[config.mk]
export PLATFORM = sky130hd
export DESIGN_NAME = fullsub_serial_flat
export DESIGN_NICKNAME = d
export VERILOG_FILES = /design/src/rtl/fullsub_serial_if.sv /design/src/rtl/fullsub_serial.sv /design/src/flat_wrapper.sv
export SDC_FILE = /design/constraint.sdc
export NUM_CORES = 1
export LEC_CHECK = 0
export CAP_MARGIN = 25
export CORE_MARGIN = 5
export CORE_UTILIZATION = 40
export CTS_CLUSTER_SIZE = 14
export DETAILED_ROUTE_END_ITERATION = 16
export PLACE_DENSITY = 0.66
export SLEW_MARGIN = 20
export SYNTH_ARGS = -nofsm -noshare
export SYNTH_HDL_FRONTEND = slang
export SYNTH_SLANG_ARGS = --single-unit
[constraint.sdc]
create_clock -name clk_i -period 1.7 [get_ports clk_i]
set_clock_uncertainty 0.1 [all_clocks]
set_input_delay 0.34 -clock clk_i [delete_from_list [all_inputs] [get_ports clk_i]]
set_output_delay 0.34 -clock clk_i [all_outputs]
set_load 0.05 [all_outputs]
[src/rtl/fullsub_serial_if.sv]
// Operand/result bundle between a datapath controller and the bit-serial subtractor.
// The controller drives the master side; the subtractor implements the slave side.
interface fullsub_serial_if #(
  parameter int WIDTH = 4
);
  logic             start;
  logic [WIDTH-1:0] in1;
  logic [WIDTH-1:0] in2;
  logic             bin;
  logic             busy;
  logic             done;
  logic [WIDTH-1:0] out;
  logic             bout;

  modport master (
    output start, in1, in2, bin,
    input  busy, done, out, bout
  );

  modport slave (
    input  start, in1, in2, bin,
    output busy, done, out, bout
  );
endinterface

[src/rtl/fullsub_serial.sv]
// Bit-serial subtractor: out = in1 - in2 - bin (mod 2^WIDTH), one bit per cycle, LSB first.
// state | meaning
// IDLE  | waiting for start; result registers hold the last difference
// CALC  | shifting one difference bit per cycle, WIDTH cycles in total
// DONE  | one-cycle done pulse; start here restarts with no idle gap
module fullsub_serial #(
  parameter int WIDTH = 4
) (
  input  logic           clk_i,
  input  logic           rst_i,
  fullsub_serial_if.slave bus
);

  localparam int CW = (WIDTH > 1) ? $clog2(WIDTH) : 1;

  typedef enum logic [1:0] {
    IDLE = 2'd0,
    CALC = 2'd1,
    DONE = 2'd2
  } state_t;

  state_t           state_q, state_d;
  logic [WIDTH-1:0] a_q, a_d;
  logic [WIDTH-1:0] b_q, b_d;
  logic             brw_q, brw_d;
  logic [WIDTH-1:0] r_q, r_d;
  logic [CW-1:0]    cnt_q, cnt_d;
  logic [WIDTH-1:0] out_q, out_d;
  logic             bout_q, bout_d;

  logic             diff_bit;
  logic             brw_next;
  logic [WIDTH-1:0] r_shift;
  logic             last_bit;

  // One full-subtractor cell applied to the current LSBs.
  assign diff_bit = a_q[0] ^ b_q[0] ^ brw_q;
  assign brw_next = (~a_q[0] & b_q[0]) | (~(a_q[0] ^ b_q[0]) & brw_q);
  assign r_shift  = {diff_bit, r_q[WIDTH-1:1]};
  assign last_bit = (cnt_q == CW'(WIDTH - 1));

  always_comb begin
    state_d = state_q;
    a_d     = a_q;
    b_d     = b_q;
    brw_d   = brw_q;
    r_d     = r_q;
    cnt_d   = cnt_q;
    out_d   = out_q;
    bout_d  = bout_q;

    unique case (state_q)
      IDLE, DONE: begin
        if (bus.start) begin
          a_d     = bus.in1;
          b_d     = bus.in2;
          brw_d   = bus.bin;
          cnt_d   = '0;
          state_d = CALC;
        end else begin
          state_d = IDLE;
        end
      end
      CALC: begin
        a_d   = a_q >> 1;
        b_d   = b_q >> 1;
        brw_d = brw_next;
        r_d   = r_shift;
        cnt_d = cnt_q + CW'(1);
        // Publish only on the final bit so out/bout stay stable during a calculation.
        if (last_bit) begin
          out_d   = r_shift;
          bout_d  = brw_next;
          state_d = DONE;
        end
      end
      default: state_d = IDLE;
    endcase
  end

  always_ff @(posedge clk_i) begin
    if (rst_i) begin
      state_q <= IDLE;
      a_q     <= '0;
      b_q     <= '0;
      brw_q   <= 1'b0;
      r_q     <= '0;
      cnt_q   <= '0;
      out_q   <= '0;
      bout_q  <= 1'b0;
    end else begin
      state_q <= state_d;
      a_q     <= a_d;
      b_q     <= b_d;
      brw_q   <= brw_d;
      r_q     <= r_d;
      cnt_q   <= cnt_d;
      out_q   <= out_d;
      bout_q  <= bout_d;
    end
  end

  assign bus.busy = (state_q == CALC);
  assign bus.done = (state_q == DONE);
  assign bus.out  = out_q;
  assign bus.bout = bout_q;

endmodule

[src/flat_wrapper.sv]
// flat-port wrapper written by rule: the top's interface ports become plain ports
module fullsub_serial_flat 
#(
  parameter int WIDTH = 4
)
  (clk_i, rst_i, bus_start, bus_in1, bus_in2, bus_bin, bus_busy, bus_done, bus_out, bus_bout);
  fullsub_serial_if #(.WIDTH(WIDTH)) bus_i ();
  input  logic clk_i;
  input  logic rst_i;
  input wire logic [$bits(bus_i.start)-1:0] bus_start;
  input wire logic [$bits(bus_i.in1)-1:0] bus_in1;
  input wire logic [$bits(bus_i.in2)-1:0] bus_in2;
  input wire logic [$bits(bus_i.bin)-1:0] bus_bin;
  output wire logic [$bits(bus_i.busy)-1:0] bus_busy;
  output wire logic [$bits(bus_i.done)-1:0] bus_done;
  output wire logic [$bits(bus_i.out)-1:0] bus_out;
  output wire logic [$bits(bus_i.bout)-1:0] bus_bout;
  assign bus_i.start = bus_start;
  assign bus_i.in1 = bus_in1;
  assign bus_i.in2 = bus_in2;
  assign bus_i.bin = bus_bin;
  assign bus_busy = bus_i.busy;
  assign bus_done = bus_i.done;
  assign bus_out = bus_i.out;
  assign bus_bout = bus_i.bout;
  fullsub_serial #(.WIDTH(WIDTH)) u_core (.clk_i(clk_i), .rst_i(rst_i), .bus(bus_i));
endmodule
# ---- Word level (Yosys, flattened, before mapping)
# Cells that the tools add are included.
dict set report word_totals {
  output_inout_bits 7
  register_bits 22
  wordCells 37
  in_bits 12
}
dict set report classes {
  mux 11
  n_eq_ne 5
  addsub 1
  n_reduce_logical 5
  bitwise 7
}
# cell n
set ops {}
lappend ops {{$pmux W4 S2} 2}
lappend ops {{$mux W4} 2}
lappend ops {{$pmux W2 S2} 2}
lappend ops {{$eq A2 B2 Y1 const B} 2}
lappend ops {{$mux W2} 2}
lappend ops {{$reduce_and A2 Y1} 2}
lappend ops {{$add A2 B1 Y2 const B} 1}
lappend ops {{$and A1 B1 Y1} 2}
lappend ops {{$eq A2 B1 Y1 const B} 1}
lappend ops {{$logic_not A2 Y1} 1}
lappend ops {{$mux W1} 2}
lappend ops {{$ne A2 B1 Y1 const B} 1}
lappend ops {{$ne A2 B2 Y1 const B} 1}
lappend ops {{$not A1 Y1} 2}
lappend ops {{$pmux W1 S2} 1}
lappend ops {{$reduce_bool A2 Y1} 1}
lappend ops {{$reduce_or A2 Y1} 1}
lappend ops {{$xor A1 B1 Y1} 2}
lappend ops {{$or A1 B1 Y1} 1}

# ---- Logic depth before layout (Yosys ltp)
dict set report depth {
  word_depth 5
  depth_mapped 5
}

# ---- Least setup slack after synthesis
# OpenSTA, ideal clock, no wires.
dict set report synth_path {
  path_type {flip-flop to output port}
  startpoint {register u_core.state_q[0]}
  endpoint {output port bus_done}
  arrival_ns 1.031
  setup_slack_ns 0.229
  required_ns 1.260
  stages_incl_launch_ff 2
  cell_sequence {dfxtp_1 nor2b_1}
}
dict set report synth_via {
  elab_chain_cells 1
}
# element line
set synth_rtl {}
lappend synth_rtl {{start, declared} fullsub_serial.sv:22} ;# state_t state_q, state_d;
lappend synth_rtl {{start signal, assigned} fullsub_serial.sv:92} ;# state_q <= state_d;
lappend synth_rtl {{$eq A2 B2 Y1} fullsub_serial.sv:104} ;# assign bus.done = (state_q == DONE);
lappend synth_rtl {{end, declared} flat_wrapper.sv:15} ;# output wire logic [$bits(bus_i.done)-1:0] bus_done;
# Every way passes these cells.

# ---- Worst setup path in the final report
dict set report layout_path {
  startpoint {register u_core.state_q[1]}
  endpoint {output port bus_busy}
}
dict set report layout_via {
  elab_chain_cells 1
}
# element line
set layout_rtl {}
lappend layout_rtl {{$eq A2 B1 Y1} fullsub_serial.sv:103} ;# assign bus.busy = (state_q == CALC);
lappend layout_rtl {{end, declared} flat_wrapper.sv:14} ;# output wire logic [$bits(bus_i.busy)-1:0] bus_busy;
# Every way passes these cells.

==> flow_summary.json <==
{
  "status": "complete, no violations",
  "areaGrowthSynthToFinish_pct": 26.6,
  "hold_ws_ps": 360,
  "synth.top_cell.area_share": 0.488,
  "rsz0062_at_grt": "false",
  "vdd_drop_max_mv": 0.462,
  "cts_max_level": 1,
  "grt_max_degree": 23,
  "fmax_ghz": 0.618,
  "post_cts_resized": 0,
  "cts_buffer_depth": 2,
  "crit_family": "buffers and inverters",
  "routedWlPerCell_um": 10.6,
  "arrival_ps": 1180,
  "relSlewSlack": 0.747,
  "finalPower_w": 0.000911,
  "antenna_found_initial": 0,
  "timing.rr.end": "u_core.bus.out[3]$_SDFFE_PP0P_",
  "wl_um": 1570,
  "cts_sinks": 21,
  "syn_avg_cell_area_um2": 8.28,
  "r2r_setup_slack_ps": 400,
  "setup_viol": 0,
  "via_per_inst": 4.89,
  "worstReg2RegStart": "u_core.b_q[0]$_SDFFE_PP0P_",
  "grt_usage": 0.108,
  "cts_setup_buffers": 0,
  "maxCapViolCount": 0,
  "cts_made_buffers": 3,
  "worstSetupStartpointType": "register",
  "fin_util": 0.544,
  "synth_warnings": 0,
  "synth-async-reset-ratio": 0,
  "nets": 136,
  "gr-total-overflow": 0,
  "synth_most_common_cell": "nand2_1",
  "critPathBufInv": 2,
  "synthFlopType": "dfxtp_1",
  "die_area_um2": 3180,
  "crit_path_end_kind": "primary output",
  "die-width_um": 56.4,
  "insertion_delay_ps": 290,
  "dp.cells": 144,
  "drtPass1Iterations": 4,
  "p_leak_nw": 0.409,
  "power.density_nw_per_um2": 836,
  "hp-class": "reg2reg",
  "diodes": 0,
  "cp.required_ps": 1260,
  "path_cells": "nand2b_2 > inv_2 > buf_12",
  "worst_pin_slew_ps": 379,
  "period_needed_ps": 1620,
  "path_clk_slew_ps": 100,
  "synth_commonest_cells": "25 x nand2_1, 21 x dfxtp_1, 13 x a21oi_1",
  "synth_fp_nets": 118,
  "grt_pass1_vias": 627,
  "rows": 16,
  "fp.dieH_um": 56.4,
  "cpPeakStageDelay_ps": 340,
  "synth_top_area_cell": "dfxtp_1",
  "cp-startpoint": "u_core.state_q[1]$_SDFFE_PP0P_",
  "hold-path-cell-count": 2,
  "drv_slew": 0,
  "synth.area.top_cells": "dfxtp_1 49%, nand2_1 11%, a21oi_1 7.6%",
  "ant_nets": 0,
  "core_area_um2": 2000,
  "syn_area_um2": 861,
  "crit_fanout": 12,
  "vias": 724,
  "slowest_stage": "dfxtp_1",
  "final_cells": 148,
  "dp_hpwl_um": 1140,
  "synth_edf_count": 0,
  "finalCritPeriodShare": 0.952,
  "initialDrtViolationCount": 13,
  "synth_seq_cells": 21,
  "holdPathEnd": "u_core.bus.out[2]$_SDFFE_PP0P_",
  "hold_start": "u_core.bus.out[2]$_SDFFE_PP0P_",
  "synth_cells": 104,
  "critPathKind": "reg2out",
  "tns_ps": 0,
  "r2r_cells": 4,
  "remaining_drc_errors": 0,
  "io_buffers": 18,
  "gp_congestion": 0.664,
  "ys_types": 20,
  "hold_violations": 0,
  "seq_area_frac_synth": 0.488,
  "cts_root_buffer": "clkbuf_4",
  "start_util": 0.430,
  "cts_hold_buf": 0,
  "cts_tree": "built",
  "drive_above_1_share": 0.132,
  "grt_pass1_wl_um": 2750,
  "io_pins": 19
}
## worst max-delay path by stage
stage	cells past startpoint	end
2_1_floorplan	1	bus_done
3_3_place_gp	4	u_core.b_q[2]$_SDFFE_PP0P_
3_5_place_dp	4	u_core.b_q[0]$_SDFFE_PP0P_
4_1_cts	3	bus_busy
5_1_grt	3	bus_busy
6_report	3	bus_busy
## cell type report
| cell class | instances | area [µm²] |
|---|---|---|
| Tap cell | 27 | 33.8 |
| Multi-Input combinational cell | 72 | 387 |
| Sequential cell | 21 | 422 |
| Inverter | 3 | 11.3 |
| Timing Repair Buffer | 21 | 210 |
| Fill cell | 200 | 912 |
| Clock buffer | 4 | 26.3 |
## logic make-up (layout without fill, tap and decap cells)
kind of cell | count (synthesis) | count (layout) | share of synthesized area
flops | 21 | 21 | 0.488
fa+ha+maj | 2 | 2 | 0.0378
buf+inv | 11 | 28 | 0.0625
simple gates | 48 | 48 | 0.246
compound gates | 22 | 22 | 0.166
## through the flow
stage	worst slack, ps	cell area, µm²
after floorplan	229	861
after detailed placement	-7.80	1060
after CTS	77.2	1090
after global routing	0.501	1090
final	81.3	1090
after global placement	23.4	1060
## cell usage in the layout, fill, tap and decap left out, drive strengths merged
cell type       n
a311oi          7
o21a            1
nand2          25
or2b            1
clkbuf          4
dfxtp          21
buf            10
ha              1
a2bb2oi         1
nand3           9
inv             3
clkdlybuf4s50  11
nand3b          1
nand2b          2
fa              1
a21oi          13
nor2            8
nor2b           2
## flip-flops by register name (all words and copies together) (netlist names)
register / count
u_core.a_q: 4
u_core.b_q: 4
u_core.brw_q: 1
u_core.bus.bout: 1
u_core.bus.out: 4
u_core.cnt_q: 2
u_core.r_q: 3
u_core.state_q: 2
## tightest hold or removal path, cell delays in order (launching register included)
cell and delay [ps]:
dfxtp_1 320, nand2_1 50, a21oi_1 50
## routing by layer
layer,part of all wire,up-vias,global-route usage
li1,-,384,-
met2,0.48,17,0.179
met1,0.44,321,0.129
met3,0.065,2,0.0436
met5,0,-,0
met4,0.0077,0,0.0305
## power breakdown
part	internal, W	total [W]	switching (W)
logic	0.0000706	0.000147	0.0000767
clock network	0.0000914	0.000228	0.000137
registers	0.000519	0.000535	0.0000160
No activity file was read; power rests on OpenSTA's default activity.
